===== src/rtl/fifo_gen2_pkg.sv =====
// Shared sizing helpers and output-path encodings for the gen2 LPM FIFO.
package fifo_gen2_pkg;

    // Number of words addressed by a WIDTHU-bit pointer.
    function automatic int fifo_depth(input int widthu);
        return 1 << widthu;
    endfunction

    // Word count spans 0..DEPTH inclusive, so it needs one bit more than a pointer.
    function automatic int count_width(input int widthu);
        return widthu + 1;
    endfunction

    // Default almost-empty threshold: two words of slack on deep FIFOs, none on tiny ones.
    function automatic int default_ae_level(input int widthu);
        return (fifo_depth(widthu) >= 8) ? 2 : 0;
    endfunction

    // Default almost-full threshold mirrors the almost-empty slack from the top.
    function automatic int default_af_level(input int widthu);
        return fifo_depth(widthu) - default_ae_level(widthu);
    endfunction

    // Side-band ports keep at least one bit so a zero-width lane still elaborates.
    function automatic int side_port_width(input int par_width);
        return (par_width > 0) ? par_width : 1;
    endfunction

    // Where the output register takes its next value from.
    typedef enum logic [1:0] {
        Q_SRC_HOLD   = 2'd0,
        Q_SRC_RAM    = 2'd1,
        Q_SRC_BYPASS = 2'd2
    } q_src_e;

    // Which register currently drives {EDO,Q}.
    typedef enum logic {
        Q_SEL_RAM    = 1'b0,
        Q_SEL_BYPASS = 1'b1
    } q_sel_e;

endpackage


===== src/rtl/fifo_gen2_dpram.sv =====
// Simple dual-port RAM: synchronous write, registered read with read-enable.
// Read-during-write to the same address returns the old contents.
module fifo_gen2_dpram
    import fifo_gen2_pkg::*;
#(
    parameter int DW = 5,
    parameter int AW = 8
) (
    input  logic          clk,
    input  logic          aclr,
    input  logic          we,
    input  logic [AW-1:0] waddr,
    input  logic [DW-1:0] wdata,
    input  logic          re,
    input  logic [AW-1:0] raddr,
    output logic [DW-1:0] rdata
);

    localparam int DEPTH = fifo_depth(AW);

    logic [DW-1:0] mem_q [DEPTH];
    logic [DW-1:0] rdata_q;
    logic [DW-1:0] rdata_d;

    // Write port: storage is never cleared, only overwritten.
    always_ff @(posedge clk) begin
        if (we) begin
            mem_q[waddr] <= wdata;
        end
    end

    // Next read-register value: new word when enabled, otherwise hold.
    always_comb begin
        rdata_d = rdata_q;
        if (re) begin
            rdata_d = mem_q[raddr];
        end
    end

    // Read output register, cleared by the asynchronous reset.
    always_ff @(posedge clk or posedge aclr) begin
        if (aclr) begin
            rdata_q <= '0;
        end else begin
            rdata_q <= rdata_d;
        end
    end

    assign rdata = rdata_q;

endmodule


===== src/rtl/lpm_fifo_gen2.sv =====
// Single-clock FIFO with optional side-band lane, normal or showahead read,
// registered threshold flags and sticky overflow/underflow errors.
module lpm_fifo_gen2
    import fifo_gen2_pkg::*;
#(
    parameter int WIDTH     = 4,
    parameter int PAR_WIDTH = 1,
    parameter int WIDTHU    = 8,
    parameter int SHOWAHEAD = 0,
    parameter int AE_LEVEL  = default_ae_level(WIDTHU),
    parameter int AF_LEVEL  = default_af_level(WIDTHU)
) (
    input  logic                                  Clock,
    input  logic                                  Aclr,
    input  logic [WIDTH-1:0]                      Data,
    input  logic [side_port_width(PAR_WIDTH)-1:0] EDI,
    input  logic                                  WrReq,
    input  logic                                  RdReq,
    input  logic                                  ErrClr,
    output logic [WIDTH-1:0]                      Q,
    output logic [side_port_width(PAR_WIDTH)-1:0] EDO,
    output logic [count_width(WIDTHU)-1:0]        UsedW,
    output logic                                  Empty,
    output logic                                  Full,
    output logic                                  AlmostEmpty,
    output logic                                  AlmostFull,
    output logic                                  Overflow,
    output logic                                  Underflow
);

    localparam int DEPTH = fifo_depth(WIDTHU);
    localparam int CW    = count_width(WIDTHU);
    localparam int DW    = WIDTH + PAR_WIDTH;

    if (AE_LEVEL < 0 || AE_LEVEL >= AF_LEVEL || AF_LEVEL > DEPTH) begin : g_level_check
        $error("lpm_fifo_gen2: thresholds must satisfy 0 <= AE_LEVEL < AF_LEVEL <= DEPTH");
    end

    logic              wr_ok;
    logic              rd_ok;
    logic [WIDTHU-1:0] wr_ptr_q, wr_ptr_d;
    logic [WIDTHU-1:0] rd_ptr_q, rd_ptr_d;
    logic [CW-1:0]     used_q, used_d;
    logic              empty_q, empty_d;
    logic              full_q, full_d;
    logic              ae_q, ae_d;
    logic              af_q, af_d;
    logic              ovf_q, ovf_d;
    logic              udf_q, udf_d;

    logic [DW-1:0]     wr_word;
    logic [DW-1:0]     ram_rdata;
    logic [DW-1:0]     q_word;
    logic [DW-1:0]     byp_q, byp_d;
    q_sel_e            sel_q, sel_d;
    q_src_e            q_src;
    logic              ram_re;
    logic [WIDTHU-1:0] ram_raddr;

    // Side-band lane packing; with no lane the EDI/EDO storage disappears.
    if (PAR_WIDTH > 0) begin : g_side
        assign wr_word = {EDI, Data};
        assign EDO     = q_word[DW-1:WIDTH];
    end else begin : g_no_side
        logic unused_edi;
        assign unused_edi = ^EDI;
        assign wr_word    = Data;
        assign EDO        = '0;
    end

    // Accept rules, pointer/count update, flags and sticky errors.
    always_comb begin
        wr_ok    = WrReq & ~full_q;
        rd_ok    = RdReq & ~empty_q;
        wr_ptr_d = wr_ptr_q + WIDTHU'(wr_ok);
        rd_ptr_d = rd_ptr_q + WIDTHU'(rd_ok);
        used_d   = used_q + CW'(wr_ok) - CW'(rd_ok);
        empty_d  = (used_d == '0);
        full_d   = (used_d == CW'(DEPTH));
        ae_d     = (used_d <= CW'(AE_LEVEL));
        af_d     = (used_d >= CW'(AF_LEVEL));
        ovf_d    = (WrReq & full_q) | (ovf_q & ~ErrClr);
        udf_d    = (RdReq & empty_q) | (udf_q & ~ErrClr);
    end

    // Output-path source selection. In showahead mode the RAM is read one word
    // ahead (at the post-edge head); a word that becomes head on the same edge
    // it is written cannot come from the RAM yet, so it is captured directly.
    always_comb begin
        q_src     = Q_SRC_HOLD;
        ram_raddr = rd_ptr_q;
        if (SHOWAHEAD != 0) begin
            ram_raddr = rd_ptr_d;
            if (wr_ok && (empty_q || (used_q == CW'(1) && rd_ok))) begin
                q_src = Q_SRC_BYPASS;
            end else if (rd_ok && !empty_d) begin
                q_src = Q_SRC_RAM;
            end
        end else if (rd_ok) begin
            q_src = Q_SRC_RAM;
        end
        ram_re = (q_src == Q_SRC_RAM);
        byp_d  = byp_q;
        sel_d  = sel_q;
        if (q_src == Q_SRC_BYPASS) begin
            byp_d = wr_word;
            sel_d = Q_SEL_BYPASS;
        end else if (q_src == Q_SRC_RAM) begin
            sel_d = Q_SEL_RAM;
        end
    end

    // Control and status registers, all cleared by Aclr.
    always_ff @(posedge Clock or posedge Aclr) begin
        if (Aclr) begin
            wr_ptr_q <= '0;
            rd_ptr_q <= '0;
            used_q   <= '0;
            empty_q  <= 1'b1;
            full_q   <= 1'b0;
            ae_q     <= 1'b1;
            af_q     <= 1'b0;
            ovf_q    <= 1'b0;
            udf_q    <= 1'b0;
            byp_q    <= '0;
            sel_q    <= Q_SEL_RAM;
        end else begin
            wr_ptr_q <= wr_ptr_d;
            rd_ptr_q <= rd_ptr_d;
            used_q   <= used_d;
            empty_q  <= empty_d;
            full_q   <= full_d;
            ae_q     <= ae_d;
            af_q     <= af_d;
            ovf_q    <= ovf_d;
            udf_q    <= udf_d;
            byp_q    <= byp_d;
            sel_q    <= sel_d;
        end
    end

    fifo_gen2_dpram #(
        .DW (DW),
        .AW (WIDTHU)
    ) u_ram (
        .clk   (Clock),
        .aclr  (Aclr),
        .we    (wr_ok),
        .waddr (wr_ptr_q),
        .wdata (wr_word),
        .re    (ram_re),
        .raddr (ram_raddr),
        .rdata (ram_rdata)
    );

    assign q_word      = (sel_q == Q_SEL_BYPASS) ? byp_q : ram_rdata;
    assign Q           = q_word[WIDTH-1:0];
    assign UsedW       = used_q;
    assign Empty       = empty_q;
    assign Full        = full_q;
    assign AlmostEmpty = ae_q;
    assign AlmostFull  = af_q;
    assign Overflow    = ovf_q;
    assign Underflow   = udf_q;

endmodule


===== config.mk =====
export PLATFORM = sky130hd
export DESIGN_NAME = lpm_fifo_gen2
export DESIGN_NICKNAME = d
export VERILOG_FILES = /design/src/rtl/fifo_gen2_pkg.sv /design/src/rtl/fifo_gen2_dpram.sv /design/src/rtl/lpm_fifo_gen2.sv
export SDC_FILE = /design/constraint.sdc
export NUM_CORES = 1
export LEC_CHECK = 0
export BUFFER_PORTS_ARGS = -buffer_cell sky130_fd_sc_hd__buf_2
export CORE_AREA = 2 2 252 316
export CTS_CLUSTER_SIZE = 30
export DETAILED_ROUTE_END_ITERATION = 10
export DIE_AREA = 0 0 254 318
export PLACE_DENSITY = 0.84
export SYNTH_ARGS = -nofsm -noshare
export SYNTH_HDL_FRONTEND = slang
export SYNTH_HIERARCHICAL = 1
export SYNTH_SLANG_ARGS = --single-unit

===== constraint.sdc =====
create_clock -name Clock -period 6 [get_ports Clock]
set_input_delay 0.6 -clock Clock [delete_from_list [all_inputs] [get_ports Clock]]
set_output_delay 0.6 -clock Clock [all_outputs]
set_load 0.005 [all_outputs]

==> impl_metrics.csv <==
group,metric,value,unit
outcome,status,"complete, no violations",
hold_path,min_to,"Overflow",
global_routing,grtUsageTotal,0.356,
critical_path,rr_endpoint,"u_ram/rdata[1]",
synth,ys_ff_latch,1316,
critical_path,critPathRequiredTime,6540,ps
critical_path,worstSetupEndpointType,"flop",
floorplanning,die_w,254,µm
critical_path,timing.rr.start,"ram_raddr[1]",
synth,yosys_warnings,6,
power_and_ir_drop,p_total,26.0,mW
global_routing,antenna_found_initial,7,
routing,viasPerCell,7.44,
floorplanning,std_cell_rows,115,
routing,ant_nets,0,
synth,synth_mux_area_frac,0.141,
clock_tree,path_clk_slew,70,ps
synth,synth_nets,2729,
synth,async_flop_share,0.0274,
routing,detail_route.wl_per_cell,35.7,µm
synth,synthDistinctLibCells,72,
routing,vias,29100,
floorplanning,die_area,80800,µm²
routing,drt_iter0_drc,4990,
hold_path,holdPathStages,2,
finish,drive_gt1_frac,0.197,
synth,synthSimpleGateAreaFrac,0.0391,
power_and_ir_drop,power_leakage,18.1,nW
sta,whs,90.7,ps
sta,period_minus_slack,4810,ps
sta,rsz0062_at_grt,"false",
synth,syn_inst,2707,
routing,drt_pass1_iterations,8,
sta,hold_viol_final,0,
global_routing,grt_pass1_wl,202000,µm
synth,synth-xor-area-share,0.00383,
hold_path,min_path_type,"in2reg",
power_and_ir_drop,ir_drop,0.000625,V
sta,setup_ws,1190,ps
global_routing,grt_max_degree,238,
placed_design,io_buffers,29,
sta,timing.slew.headroom,0.135,
routing,drt_wl_total,140000,µm
synth,synth_flop_cell,"edfxtp_1",
critical_path,rrSetupSlack,1190,ps
sta,skew,34.1,ps
hold_path,hold_start,"ErrClr",
synth,synthAdderAreaFrac,0.00302,
floorplanning,ioPinCount,30,
synth,syn_avg_cell_area,19.3,µm²
job,drv_cap,0,
sta,setup_tns,0,ps
placed_design,dp_worst_setup_slack,1550,ps
clock_tree,cts_tree,"done",
critical_path,arrival,5360,ps
routing,drc,0,
critical_path,cp-start-kind,"flop",
sta,tightest_slew,1280,ps
synth,synth_compound_area_frac,0.0390,
finish,final_cell_mix,"edfxtp_1, nor2_1, mux4_2",
synth,yosysSeqAreaShare,0.752,
power_and_ir_drop,p_per_area,455,nW/µm²
critical_path,criticalPathCategory,"reg2reg",
clock_tree,clockBufferDepth,3,
floorplanning,die_h,318,µm
finish,syn_to_final_growth,9.34,%
placed_design,globalplace.congestion,0.874,
critical_path,rr_worst_depth,7,
sta,fin_crit_sh,0.802,
placed_design,dp_hpwl,79500,µm
sta,slew_viol_final,0,
finish,fin_nets,2774,
finish,finish.utilization,0.733,
sta,max_freq,208,MHz
critical_path,crit_fanout,77,
clock_tree,clock-sinks,1316,
finish,final_common_cell,"edfxtp_1",
synth,synth_top_family_by_area,"multiplexers",
finish,fill_cells,4082,
clock_tree,cts.htree.levels,3,
clock_tree,insertion_delay,710,ps
global_routing,grt_pass1_vias,29500,
synth,synth_edf_count,1280,
floorplanning,fp.coreArea,78000,µm²
floorplanning,start_util,0.670,
global_routing,grt-ovfl-total,0,
sta,setup_violations,0,
clock_tree,cts_root_buffer,"clkbuf_16",
synth,syn_area,52300,µm²
clock_tree,numCtsBuffers,114,
[kinds of logic after synthesis]
group	count (synthesis)
flip-flops	1316
AND/OR/NAND/NOR	470
AO/OA/AOI/OAI	279
buffers and inverters	182
XOR/XNOR	22
multiplexers	426
adder cells (fa/ha/maj)	12
[layer usage]
metal	track usage	vias to the layer above	wire (µm)
li1	-	11100	-
met1	0.442	14500	43600
met2	0.555	2767	67000
met3	0.0920	654	17600
met4	0.242	8	11400
met5	0	-	55
[critical path: stages, from the launching register on]
cell and delay (ps):
dfrtp_4 1290, buf_4 830, mux4_2 420, a22o_1 270
a221oi_1 290, o22ai_1 170, nor4b_1 1080, o311ai_1 230
[report_power, final]
part,switching (mW),internal [mW],total [mW]
registers,0.492,10.3,10.8
logic,4.72,2.95,7.67
clock network,3.32,4.22,7.55
total,8.54,17.5,26.0
[synth_stat cells (all sizes together), types with 9 or more instances]
cell type  number  area [µm²]
o21ai          27         135
dfrtp          34         851
nor2b          15        93.8
nor3           11        55.1
a21oi          40         204
nand2b          9        56.3
o22ai          48         300
a221oi         12         111
a22o           20         175
xor2           10        87.6
a22oi          37         278
inv            19        71.3
xnor2          12         113
clkbuf         85         319
nor2          294        1100
nand3          49         250
a211oi         13         103
edfxtp       1280       38400
o221ai         33         289
nand2          47         176
o211ai         13        97.6
nand4          12        75.1
ha             11         138
buf            78         722
a2111oi        11         115
mux2           13         146
mux2i         164        1640
mux4          249        5610
[registers in the layout (all words and copies together), names as in the netlist]
signal,cells
u_ram/mem_q,1280
UsedW,9
ram_raddr,8
wr_ptr_q,8
u_ram/rdata,5
AlmostEmpty,1
AlmostFull,1
Empty,1
Full,1
Overflow,1
Underflow,1
[worst max-delay path by stage]
| stage | slack [ps] | endpoint | depth (start not counted) | start |
|---|---|---|---|---|
| floorplan | 3210 | Full | 10 | RdReq |
| global placement | 1660 | u_ram/rdata[1] | 7 | ram_raddr[1] |
| detailed placement | 1550 | u_ram/rdata[1] | 7 | ram_raddr[1] |
| CTS | 1370 | u_ram/rdata[1] | 7 | ram_raddr[1] |
| global route | 1150 | u_ram/rdata[1] | 7 | ram_raddr[1] |
| finish | 1190 | u_ram/rdata[1] | 7 | ram_raddr[1] |
[final cells by class]
type                       instances  area (µm²)  area share
sequential                      1316       39400       0.688
inverter                          19        71.3     0.00125
clock inverter                    71         787      0.0138
clock buffer                     140        3040      0.0532
timing repair buffer              92         714      0.0125
multi-input combinational       1209       11900       0.208
antenna                            7        17.5    0.000306
tap                             1053        1320      0.0230
[repair_timing]
| action | in CTS | in global routing |
|---|---|---|
| hold buffers | 1 | 0 |
| hold endpoints to repair | 5 | 0 |
| gates resized for setup | 0 | 0 |
| setup buffers | 0 | 0 |
[stage by stage]
| step | instances | cell area [µm²] |
|---|---|---|
| after floorplan | 2707 | 52300 |
| after global placement | 3688 | 53300 |
| after detailed placement | 3688 | 53300 |
| after CTS | 3900 | 57200 |
| after global routing | 3900 | 57200 |
| final | 3907 | 57200 |
Power figures use the tool's default switching activity.
